`src/rtl/multi_channel_dac_sequencer.sv`:
```
// rtl/multi_channel_dac_sequencer.sv - frame sequencer: signed samples -> DAC codes -> serializer handshake
// Optional macro DAC_LDAC_EN adds a simultaneous-update LDAC low pulse after the last channel.
module multi_channel_dac_sequencer #(
  parameter int         NUM_CHANNELS  = 2,
  parameter int         SAMPLE_WIDTH  = 32,
  parameter int         DAC_BITS      = 16,
  parameter int         SAMPLE_OFFSET = 'h1FFFF,
  parameter int         SHIFT         = 2,
  parameter logic [7:0] CMD_BASE      = 8'b00110001,
  parameter int         LDAC_CYCLES   = 4
) (
  input  logic                               i_Clock,
  input  logic                               i_Reset,
  input  logic                               i_Start,
  input  logic [NUM_CHANNELS*SAMPLE_WIDTH-1:0] i_Samples,
  input  logic                               i_Clip_Clear,
  input  logic                               i_DAC_Ready,
  output logic [8+DAC_BITS-1:0]              o_DAC_Data,
  output logic                               o_DAC_Send,
  output logic                               o_LDAC,
  output logic                               o_Busy,
  output logic                               o_Frame_Done,
  output logic                               o_Dropped,
  output logic [NUM_CHANNELS-1:0]            o_Clip
);

  localparam int CH_W = (NUM_CHANNELS > 1) ? $clog2(NUM_CHANNELS) : 1;
  localparam logic [CH_W-1:0] LAST_CH = CH_W'(NUM_CHANNELS - 1);
  localparam logic signed [SAMPLE_WIDTH:0] OFFSET_EXT = (SAMPLE_WIDTH+1)'(SAMPLE_OFFSET);
  localparam logic signed [SAMPLE_WIDTH:0] FULL_SCALE =
    {{(SAMPLE_WIDTH+1-DAC_BITS){1'b0}}, {DAC_BITS{1'b1}}};

  if (NUM_CHANNELS < 1 || NUM_CHANNELS > 8 || LDAC_CYCLES < 1) begin : g_bad_params
    $error("multi_channel_dac_sequencer: parameter out of range");
  end

  typedef enum logic [2:0] {
    S_IDLE    = 3'd0,
    S_CONVERT = 3'd1,
    S_SEND    = 3'd2,
    S_ACK     = 3'd3,
    S_DRAIN   = 3'd4,
`ifdef DAC_LDAC_EN
    S_LDAC    = 3'd6,
`endif
    S_DONE    = 3'd5
  } state_t;

  state_t state, next_state;

  logic [SAMPLE_WIDTH-1:0]     sample_q [NUM_CHANNELS];
  logic [CH_W-1:0]             ch;
  logic [8+DAC_BITS-1:0]       dac_data;
  logic [NUM_CHANNELS-1:0]     clip, clip_set;
  logic                        dropped;
  logic [SAMPLE_WIDTH-1:0]     cur_sample;
  logic signed [SAMPLE_WIDTH:0] sum, shifted;
  logic [DAC_BITS-1:0]         code;
  logic                        sat;

`ifdef DAC_LDAC_EN
  localparam int LC_W = $clog2(LDAC_CYCLES + 1);
  localparam logic [LC_W-1:0] LDAC_LAST = LC_W'(LDAC_CYCLES - 1);
  logic [LC_W-1:0] ldac_cnt;

  always_ff @(posedge i_Clock or negedge i_Reset) begin
    if (!i_Reset)            ldac_cnt <= '0;
    else if (state == S_LDAC) ldac_cnt <= ldac_cnt + LC_W'(1);
    else                     ldac_cnt <= '0;
  end
`endif

  // One shared converter: the sum is one bit wider than a sample so the offset cannot wrap.
  always_comb begin
    cur_sample = sample_q[ch];
    sum        = $signed({cur_sample[SAMPLE_WIDTH-1], cur_sample}) + OFFSET_EXT;
    shifted    = sum >>> SHIFT;
    code       = shifted[DAC_BITS-1:0];
    sat        = 1'b0;
    clip_set   = '0;
    if (sum[SAMPLE_WIDTH]) begin
      code = '0;
    end else if (shifted > FULL_SCALE) begin
      code = '1;
      sat  = 1'b1;
    end
    if (state == S_CONVERT && sat) clip_set[ch] = 1'b1;
  end

  always_ff @(posedge i_Clock or negedge i_Reset) begin
    if (!i_Reset) state <= S_IDLE;
    else          state <= next_state;
  end

  always_comb begin
    next_state   = state;
    o_DAC_Send   = 1'b0;
    o_Busy       = (state != S_IDLE);
    o_Frame_Done = 1'b0;
    o_LDAC       = 1'b1;
    case (state)
      S_IDLE:    if (i_Start && i_DAC_Ready) next_state = S_CONVERT;
      S_CONVERT: next_state = S_SEND;
      S_SEND: begin
        o_DAC_Send = 1'b1;
        next_state = S_ACK;
      end
      S_ACK: begin
        o_DAC_Send = 1'b1;
        if (!i_DAC_Ready) next_state = S_DRAIN;
      end
      S_DRAIN: begin
        if (i_DAC_Ready) begin
          if (ch != LAST_CH) next_state = S_CONVERT;
`ifdef DAC_LDAC_EN
          else               next_state = S_LDAC;
`else
          else               next_state = S_DONE;
`endif
        end
      end
`ifdef DAC_LDAC_EN
      S_LDAC: begin
        o_LDAC = 1'b0;
        if (ldac_cnt == LDAC_LAST) next_state = S_DONE;
      end
`endif
      S_DONE: begin
        o_Frame_Done = 1'b1;
        next_state   = S_IDLE;
      end
      default: next_state = S_IDLE;
    endcase
  end

  always_ff @(posedge i_Clock or negedge i_Reset) begin
    if (!i_Reset) begin
      ch       <= '0;
      dac_data <= '0;
      clip     <= '0;
      dropped  <= 1'b0;
      for (int n = 0; n < NUM_CHANNELS; n++) sample_q[n] <= '0;
    end else begin
      dropped <= i_Start && !(state == S_IDLE && i_DAC_Ready);
      // A saturation in the same cycle as a clear keeps its flag.
      clip    <= (i_Clip_Clear ? '0 : clip) | clip_set;
      if (state == S_IDLE && i_Start && i_DAC_Ready) begin
        ch <= '0;
        for (int n = 0; n < NUM_CHANNELS; n++)
          sample_q[n] <= i_Samples[n*SAMPLE_WIDTH +: SAMPLE_WIDTH];
      end
      if (state == S_CONVERT) dac_data <= {CMD_BASE + 8'(ch), code};
      if (state == S_DRAIN && i_DAC_Ready && ch != LAST_CH) ch <= ch + CH_W'(1);
    end
  end

  assign o_DAC_Data = dac_data;
  assign o_Dropped  = dropped;
  assign o_Clip     = clip;

endmodule

```
`config.mk`:
```
export PLATFORM = sky130hd
export DESIGN_NAME = multi_channel_dac_sequencer
export DESIGN_NICKNAME = d
export VERILOG_FILES = /design/src/rtl/multi_channel_dac_sequencer.sv
export SDC_FILE = /design/constraint.sdc
export NUM_CORES = 1
export LEC_CHECK = 0
export CAP_MARGIN = 20
export CORE_MARGIN = 5
export CORE_UTILIZATION = 42
export CTS_CLUSTER_DIAMETER = 120
export DETAILED_ROUTE_END_ITERATION = 7
export PLACE_DENSITY = 0.68
export SKIP_LAST_GASP = 1
export SYNTH_ARGS = -nofsm -noshare
export SYNTH_HDL_FRONTEND = slang
export SYNTH_SLANG_ARGS = --single-unit
```
`constraint.sdc`:
```
create_clock -name i_Clock -period 4.5 [get_ports i_Clock]
set_clock_uncertainty 0.2 [all_clocks]
set_input_delay 0.45 -clock i_Clock [delete_from_list [all_inputs] [get_ports i_Clock]]
set_output_delay 0.45 -clock i_Clock [all_outputs]
set_load 0.1 [all_outputs]
```
## Yosys cells after proc, flatten, opt, wreduce, memory -nomap -nowiden

Cells that the tools add are included.

- Bits in registers: 95
- Input port bits: 69
- Word-level logic and storage cells: 60

- Add/subtract/negate cells: 3
- Order comparisons: 4
- Equal/unequal tests: 8
- Mux-type cells: 20
- Bitwise gates (word level): 3
- Reduce and logical (&&, ||, !) cells: 15

Operators by type and width:

| operator | number |
|---|---|
| 32-bit two-way mux | 3 |
| 32-bit by 18-bit adder with 33-bit output (second input constant) | 1 |
| 16-bit two-way mux | 2 |
| 31-bit by 17-bit greater-than comparator with 1-bit output (second input constant) | 1 |
| 3-bit one-hot mux with 5 select lines | 1 |
| 3-bit two-way mux | 4 |
| 1-bit logical AND | 9 |
| 6-bit by 1-bit adder with 7-bit output (first input constant) | 1 |
| 1-bit two-way mux | 7 |
| 3-bit by 2-bit == test with 1-bit output (second input constant) | 2 |
| 3-bit == test (second input constant) | 2 |
| 2-bit inequality test (second input constant) | 3 |
| 2-bit two-way mux | 2 |
| 3-bit by 1-bit == test with 1-bit output (second input constant) | 1 |
| 3-bit logical NOT | 1 |
| 3-bit AND reduction | 1 |
| 3-bit nonzero test | 1 |
| 2-bit greater-or-equal comparator (second input constant) | 1 |
| 1-bit by 2-bit less-than comparator with 1-bit output (second input constant) | 1 |
| 1-bit NOT with 2-bit output | 1 |
| 2-bit OR | 1 |
| 2-bit nonzero test | 1 |
| 2-bit OR reduction | 1 |
| 1-bit adder (second input constant) | 1 |
| 4 further kinds | 4 |

## Longest topological paths before layout

Gate-level depths: netlist (run 1).

- Depth in word-level cells: 11
- Depth in mapped cells: 11

## Worst setup path after synthesis (run 1)

Ideal clock, no wire load.

- Kind: register -> register
- Start: register ch
- End: register dac_data[10], in the netlist o_DAC_Data[10]
- Arrival time: 2.460 ns
- Required time: 4.159 ns
- Setup slack: 1.699 ns
- Stages on the path, launching flop included: 10
- Path buffers: 2
- Clock period less this slack: 2.801 ns
- Path through: dfrtp_1 > buf_6 > nor4_2 > o211ai_1 > a2111oi_4 > nor3_2 > mux2_4 > nor4_4 > buf_6 > a31oi_1

- Cells in the longest elaborated chain, start to end: 8

RTL lines:

| element | RTL line | RTL |
|---|---|---|
| start: declaration | 52 | `logic [CH_W-1:0] ch;` |
| start signal: assignment | 153 | `if (state == S_DRAIN && i_DAC_Ready && ch != LAST_CH) ch <= ch + CH_W'(1);` |
| 1-bit NOT with 2-bit output (implied by the code) (*) | 75 | `cur_sample = sample_q[ch];` |
| 32-bit two-way mux (implied by the code) (*) (3 in series) | 75 |  |
| 32-bit by 18-bit adder with 33-bit output (*) | 76 | `sum = $signed({cur_sample[SAMPLE_WIDTH-1], cur_sample}) + OFFSET_EXT;` |
| 31-bit by 17-bit greater-than comparator with 1-bit output | 83 | `end else if (shifted > FULL_SCALE) begin` |
| 16-bit two-way mux | 83 |  |
| 16-bit two-way mux (*) | 81 | `if (sum[SAMPLE_WIDTH]) begin` |
| end signal: assignment | 152 | `if (state == S_CONVERT) dac_data <= {CMD_BASE + 8'(ch), code};` |
| end: declaration | 53 | `logic [8+DAC_BITS-1:0] dac_data;` |

Mark *: on every way between the ends. The rest lies on a longest branch, timed or not. The select of a mux whose other input is x is not followed.
A chain may end at the register's enable or synchronous reset.

## Worst setup path after layout (run 1)

- Start: register ch
- End: register dac_data[13], in the netlist o_DAC_Data[13]

Same word-level chain as after synthesis.

==> results of run 1 <==
[layout by cell type, fill, tap and decap left out, types with 3 or more instances in the layout]
| cell type | count |
|---|---|
| nor3_1 | 14 |
| a21oi_1 | 28 |
| mux2_2 | 64 |
| xnor2_1 | 10 |
| conb_1 | 5 |
| and3_1 | 4 |
| mux2i_1 | 20 |
| clkdlybuf4s50_1 | 93 |
| clkbuf_8 | 10 |
| buf_4 | 7 |
| a32oi_1 | 5 |
| nor4_1 | 3 |
| dfrtp_1 | 89 |
| a31oi_1 | 14 |
| nand3_1 | 5 |
| nand2_1 | 20 |
| o211ai_1 | 3 |
| o21ai_0 | 5 |
| nor2_1 | 14 |
| inv_1 | 4 |
| clkinvlp_4 | 3 |
| or3_1 | 6 |
| xor2_1 | 8 |
| a221oi_1 | 4 |
[timing repair]
action | 4_1_cts | 5_1_grt
hold buffers | 1 | 0
gates resized for setup | 0 | 0
endpoints found under the hold margin | 53 | 0
buffers inserted | 0 | 0
[layout make-up]
cell class / instances / area, um^2 / area share
clock buffer: 11 / 141 / 0.0244
multi-input combinational: 277 / 2160 / 0.373
tap: 140 / 175 / 0.0302
sequential: 90 / 2250 / 0.389
clock inverter: 4 / 52.6 / 0.00907
inverter: 5 / 18.8 / 0.00324
timing repair buffer: 101 / 993 / 0.171
[flip-flops by register name, summed over array words and instances (netlist names)]
name,flops
state,3
sample_q,64
ch,1
o_Clip,2
o_DAC_Data,19
o_Dropped,1
[report_power, final]
group / switching, W / leakage (nW) / internal [W] / total (W)
clock: 0.000270 / 0.0877 / 0.000269 / 0.000539
sequential: 0.000393 / 1.09 / 0.00121 / 0.00160
combinational: 0.00150 / 1.10 / 0.000893 / 0.00239
total: 0.00216 / 2.27 / 0.00237 / 0.00453
[tightest hold or removal path, stage by stage (launching register included)]
cell     delay, ns
dfrtp_1       0.35
nand2_1       0.05
o21ai_0       0.06
[routing by layer]
metal | wire length, um | up-vias | global-route usage
met4 | 133 | 0 | 0.0491
met3 | 571 | 9 | 0.0354
met1 | 4530 | 1698 | 0.219
met2 | 5180 | 98 | 0.270
li1 | - | 1634 | -
met5 | 0 | - | 0
[stage by stage]
| stage | std cells | worst slack (ns) |
|---|---|---|
| final | 628 | 1.19 |
| after global routing | 628 | 0.933 |
| after CTS | 628 | 1.21 |
| after detailed placement | 612 | 1.23 |
| after global placement | 612 | 1.34 |
| after floorplan | 399 | 1.70 |
[worst max path at each step]
stage,to,cells after the start,slack (ns),startpoint
final,o_DAC_Data[13],8,1.19,ch
after global routing,o_DAC_Data[13],8,0.93,ch
after CTS,o_DAC_Data[13],8,1.21,ch
after detailed placement,o_DAC_Data[8],8,1.23,ch
after global placement,o_DAC_Data[8],8,1.34,ch
after floorplan,o_DAC_Data[10],9,1.70,ch
[cells by family after synthesis]
family,share of synthesized area
muxes,0.205
buffers and inverters,0.0367
and+or+nand+nor,0.108
xor gates and xnor gates,0.0345
DFF,0.493
other,0.00164
AOI/OAI and AO/OA,0.122
==> flow_metrics.env, run 1 <==
export IMPL_final_setup_viol_count=0
export IMPL_syn_area_um2=4570
export IMPL_finish_utilization=0.539
export IMPL_synthArstFlopShare=1.00
export IMPL_wl_per_cell_um=16.6
export IMPL_clock_path_buffers=2
export IMPL_hold_violations=0
export IMPL_ir_worst_vdd_mv=0.526
export IMPL_drive_gt1_frac=0.199
export IMPL_worst_path_max_delay_cell="dfrtp_2"
export IMPL_critPathLaunchType="flip-flop"
export IMPL_dieArea_um2=13100
export IMPL_synth_avg_cell_area_um2=11.5
export IMPL_worstPathArrival_ns=3.31
export IMPL_yosysMostFrequentCell="dfrtp_1"
export IMPL_max_freq_mhz=302
export IMPL_crit_family="compound AO/OA/AOI/OAI gates"
export IMPL_synthFlopType="dfrtp_1"
export IMPL_ys_types=59
export IMPL_syn_inst=396
export IMPL_hold_end="o_DAC_Data[17]"
export IMPL_hp_start="o_DAC_Data[17]"
export IMPL_area_growth_synth_to_final_pct=26.9
export IMPL_grt_pass1_vias=3434
export IMPL_relSlewSlack=0.312
export IMPL_fp_dieW_um=114
export IMPL_first_pass_iters=4
export IMPL_io_pins=100
export IMPL_crit_fanout=26
export IMPL_finalSetupTns_ns=0
export IMPL_synth_seq_cells=90
export IMPL_viasPerCell=5.48
export IMPL_cts_reportedPaths_clkPinSlew_ns=0.08
export IMPL_slowest_delay_ns=0.74
export IMPL_max_slew_worst_pin_slew_ns=1.03
export IMPL_clock_latency_ns=0.35
export IMPL_n_fill_cell=964
export IMPL_drv_slew=0
export IMPL_clockRootBuffer="clkbuf_8"
export IMPL_drv_cap=0
export IMPL_rsz0062_at_grt="no"
export IMPL_worstPathRequired_ns=4.51
export IMPL_power_density_nw_per_um2=782
export IMPL_final_area_um2=5800
export IMPL_crit_chain="nor3b_2 > o22ai_1 > a2111oi_4 > nor3_2 > mux2_4 > nor4_4 > buf_4 > a32oi_1"
export IMPL_fp_row_count=38
export IMPL_grt_use_total=0.164
export IMPL_cts_sinks=90
export IMPL_cts_tree="built"
export IMPL_place_hpwl_um=7880
export IMPL_path_class="flip-flop to flip-flop"
export IMPL_antenna_found_initial=0
export IMPL_place_area_um2=5590
export IMPL_grt_max_degree=55
export IMPL_r2r_end="o_DAC_Data[13]"
export IMPL_htreeDepth=3
export IMPL_power_w=0.00453
export IMPL_reg2reg_depth=8
export IMPL_synth_area_leaders="dfrtp_1, mux2_2, mux2i_1"
export IMPL_diodes=0
export IMPL_r2r_start="ch"
export IMPL_yosys_area_top_type_share=0.493
export IMPL_cp_end_kind="flip-flop"
export IMPL_ys_seq_area_frac=0.493
export IMPL_numCtsBuffers=9
export IMPL_dr_total_vias=3439
export IMPL_rrSetupSlack_ns=1.19
export IMPL_yosysTopAreaCell="dfrtp_1"
export IMPL_portBuffers=94
export IMPL_grt_overflow=0
export IMPL_wl_um=10400
export IMPL_gp_congestion=0.842
export IMPL_start_util=0.425
export IMPL_timing_hold_ws_ns=0.287
export IMPL_worstHoldPathCells=2
export IMPL_postRouteAntennaNets=0
export IMPL_grt_pass1_wl_um=17200
export IMPL_drt_iter0_markers=136
export IMPL_synth_top_cells_by_count="dfrtp_1, mux2_2, a21oi_1"
export IMPL_status="finished, final reports clean"
export IMPL_synth_warning_count=0
export IMPL_core_area_um2=10700
export IMPL_synth_edf_count=0
export IMPL_finalCriticalPeriod_ns=3.31
export IMPL_p_leak_nw=2.27
export IMPL_min_delay_path_class="flip-flop to flip-flop"
export IMPL_fin_nets=553
export IMPL_cp_num_buf_inv=1
export IMPL_dieHeight_um=114
export IMPL_min_period_over_period=0.735
export IMPL_drc=0
No activity file was read; power rests on OpenSTA's default activity.
==> inputs of run 2 (changes only) <==
==> constraint.sdc (replaced) <==
create_clock -name i_Clock -period 3.2 [get_ports i_Clock]
set_clock_uncertainty 0.2 [all_clocks]
set_input_delay 0.32 -clock i_Clock [delete_from_list [all_inputs] [get_ports i_Clock]]
set_output_delay 0.32 -clock i_Clock [all_outputs]
set_load 0.1 [all_outputs]
==> run 2 against run 1 <==
Combinational power up 43%. Cell area up 0.63%. Global-route usage up 0.70 points. Critical path depth up 2. Clock power up 43%. Final cell count up 1.6%. Critical path type unchanged. Die area unchanged. Via count up 0.73%. Power up 42%. Flip-flop and latch count unchanged. Non-clock buffer count up 11.
==> flow_metrics.env, run 2 (synthesis results as in run 1) <==
export IMPL_status="finished, final reports clean"
export IMPL_dr_total_vias=3464
export IMPL_diodes=0
export IMPL_worstPathArrival_ns=3.09
export IMPL_fp_row_count=38
export IMPL_critPathLaunchType="flip-flop"
export IMPL_hold_violations=0
export IMPL_clock_path_buffers=2
export IMPL_setup_ws_ns=0.137
export IMPL_crit_family="simple AND/OR/NAND/NOR gates"
export IMPL_finalCriticalPeriod_ns=3.06
export IMPL_wl_um=10700
export IMPL_crit_chain="buf_4 > nor4_1 > nand2_1 > a2111oi_4 > buf_4 > nor3_2 > mux2_4 > nor4_4 > buf_6 > a41oi_1"
export IMPL_wl_met3_um=418
export IMPL_min_delay_path_class="flip-flop to flip-flop"
export IMPL_largest_reg_flops=64
export IMPL_r2r_start="ch"
export IMPL_start_util=0.425
export IMPL_path_class="flip-flop to flip-flop"
export IMPL_wl_met2_um=5200
export IMPL_fin_nets=564
export IMPL_rsz0062_at_grt="no"
export IMPL_sw_frac_of_total=0.476
export IMPL_htreeDepth=3
export IMPL_hold_end="o_DAC_Data[17]"
export IMPL_worstPathRequired_ns=3.23
export IMPL_max_freq_mhz=326
export IMPL_numCtsBuffers=9
export IMPL_slowest_delay_ns=0.58
export IMPL_p_clk_frac=0.120
export IMPL_cts_sinks=90
export IMPL_fp_dieW_um=114
export IMPL_clock_latency_ns=0.35
export IMPL_largest_register="sample_q"
export IMPL_area_growth_synth_to_final_pct=27.7
export IMPL_power_density_nw_per_um2=1100
export IMPL_min_period_over_period=0.957
export IMPL_place_hpwl_um=7920
export IMPL_gp_congestion=0.838
export IMPL_finalSetupTns_ns=0
export IMPL_r2r_end="o_DAC_Data[8]"
export IMPL_rrSetupSlack_ns=0.14
export IMPL_max_slew_worst_pin_slew_ns=0.964
export IMPL_grt_pass1_vias=3496
export IMPL_power_switching_w=0.00306
export IMPL_register_area_um2=2260
export IMPL_cts_tree="built"
export IMPL_viasPerCell=5.43
export IMPL_postRouteAntennaNets=0
export IMPL_drv_cap=0
export IMPL_drt_iter0_markers=142
export IMPL_worst_path_max_delay_cell="dfrtp_4"
export IMPL_drv_slew=0
export IMPL_relSlewSlack=0.355
export IMPL_top_layer_used="met4"
export IMPL_p_leak_nw=2.37
export IMPL_clockRootBuffer="clkbuf_8"
export IMPL_antenna_found_initial=0
export IMPL_grt_use_total=0.171
export IMPL_dp_slack_ns=0.0347
export IMPL_final_setup_viol_count=0
export IMPL_multiInputGateArea_um2=2160
export IMPL_dieArea_um2=13100
export IMPL_hp_start="o_DAC_Data[17]"
export IMPL_power_w=0.00643
export IMPL_cp_end_kind="flip-flop"
export IMPL_reg2reg_depth=10
export IMPL_p_comb_frac=0.533
export IMPL_cts_reportedPaths_clkPinSlew_ns=0.08
export IMPL_wl_met1_um=4830
export IMPL_grt_overflow=0
export IMPL_n_fill_cell=945
export IMPL_grt_max_degree=56
export IMPL_crit_fanout=18
export IMPL_crit_top_cell="buf_4"
export IMPL_dieHeight_um=114
export IMPL_pwr_share_seq=0.347
export IMPL_p_int_w=0.00337
export IMPL_io_pins=100
export IMPL_worstHoldPathCells=2
export IMPL_first_pass_iters=4
export IMPL_grt_pass1_wl_um=17700
export IMPL_ir_worst_vdd_mv=0.790
export IMPL_core_area_um2=10700
export IMPL_cp_num_buf_inv=3
export IMPL_wl_per_cell_um=16.7
export IMPL_drive_gt1_frac=0.267
export IMPL_final_cell_mix="dfrtp_1, clkdlybuf4s50_1, mux2_2"
export IMPL_drc=0
export IMPL_portBuffers=94
export IMPL_final_common_cell="dfrtp_1"
[run 2: cell count changes in the layout (fill, tap and decap cells not counted), sizes merged]
cell	delta
clkdlybuf4s50	-25
clkinvlp	-3
clkinv	+2
buf	+36
[run 2: routing by layer]
layer  vias up  track usage
met5         -            0
met4         0       0.0705
met3        17       0.0322
met2        88        0.269
met1      1706        0.233
li1       1653            -
[run 2: timing repair]
action                     4_1_cts  5_1_grt
hold endpoints to repair        54        0
setup endpoints to repair        0       18
resized for setup                0        2
buffers inserted                 0        2
hold buffers                     1        0
[run 2: power groups by stage]
stage               combinational (W)  sequential (W)  clock (W)
floorplan                     0.00183         0.00296          0
finish                        0.00342         0.00223   0.000771
CTS                           0.00341         0.00224   0.000800
detailed placement            0.00340         0.00226          0
global route                  0.00367         0.00233   0.000845
global placement              0.00333         0.00225          0
[run 2: cell type report]
type	count	area share
clock buffers	11	0.0260
clock inverters	3	0.00686
inverters	5	0.00322
multi-input cells	277	0.371
flip-flops and latches	90	0.387
well taps	140	0.0300
repair buffers	112	0.177
[run 2: how the worst max path moves through the flow]
| stage | cells after the start | startpoint | endpoint | slack, ns |
|---|---|---|---|---|
| after detailed placement | 8 | ch | o_DAC_Data[13] | 0.03 |
| after global routing | 10 | ch | o_DAC_Data[15] | 0.04 |
| after global placement | 9 | ch | o_DAC_Data[8] | 0.15 |
| after floorplan | 9 | ch | o_DAC_Data[10] | 0.40 |
| final | 10 | ch | o_DAC_Data[8] | 0.14 |
| after CTS | 9 | ch | o_DAC_Data[8] | 0.01 |
[run 2: worst register-to-register path, cell delays in order, from the launching register on]
cell       delay, ns
dfrtp_4         0.58
buf_4           0.22
nor4_1          0.28
nand2_1         0.16
a2111oi_4       0.36
buf_4           0.21
nor3_2          0.06
mux2_4          0.32
nor4_4          0.21
buf_6           0.22
a41oi_1         0.13
[run 2: metrics by stage]
step                      hold WS, ns  cells  instance area (um^2)  utilization
after global routing            0.321    638                  5830        0.543
after floorplan                -0.176    399                  4580            -
after global placement          0.216    621                  5610        0.522
final                           0.294    638                  5830        0.543
after detailed placement        0.222    621                  5610        0.522
after CTS                       0.304    636                  5810        0.541
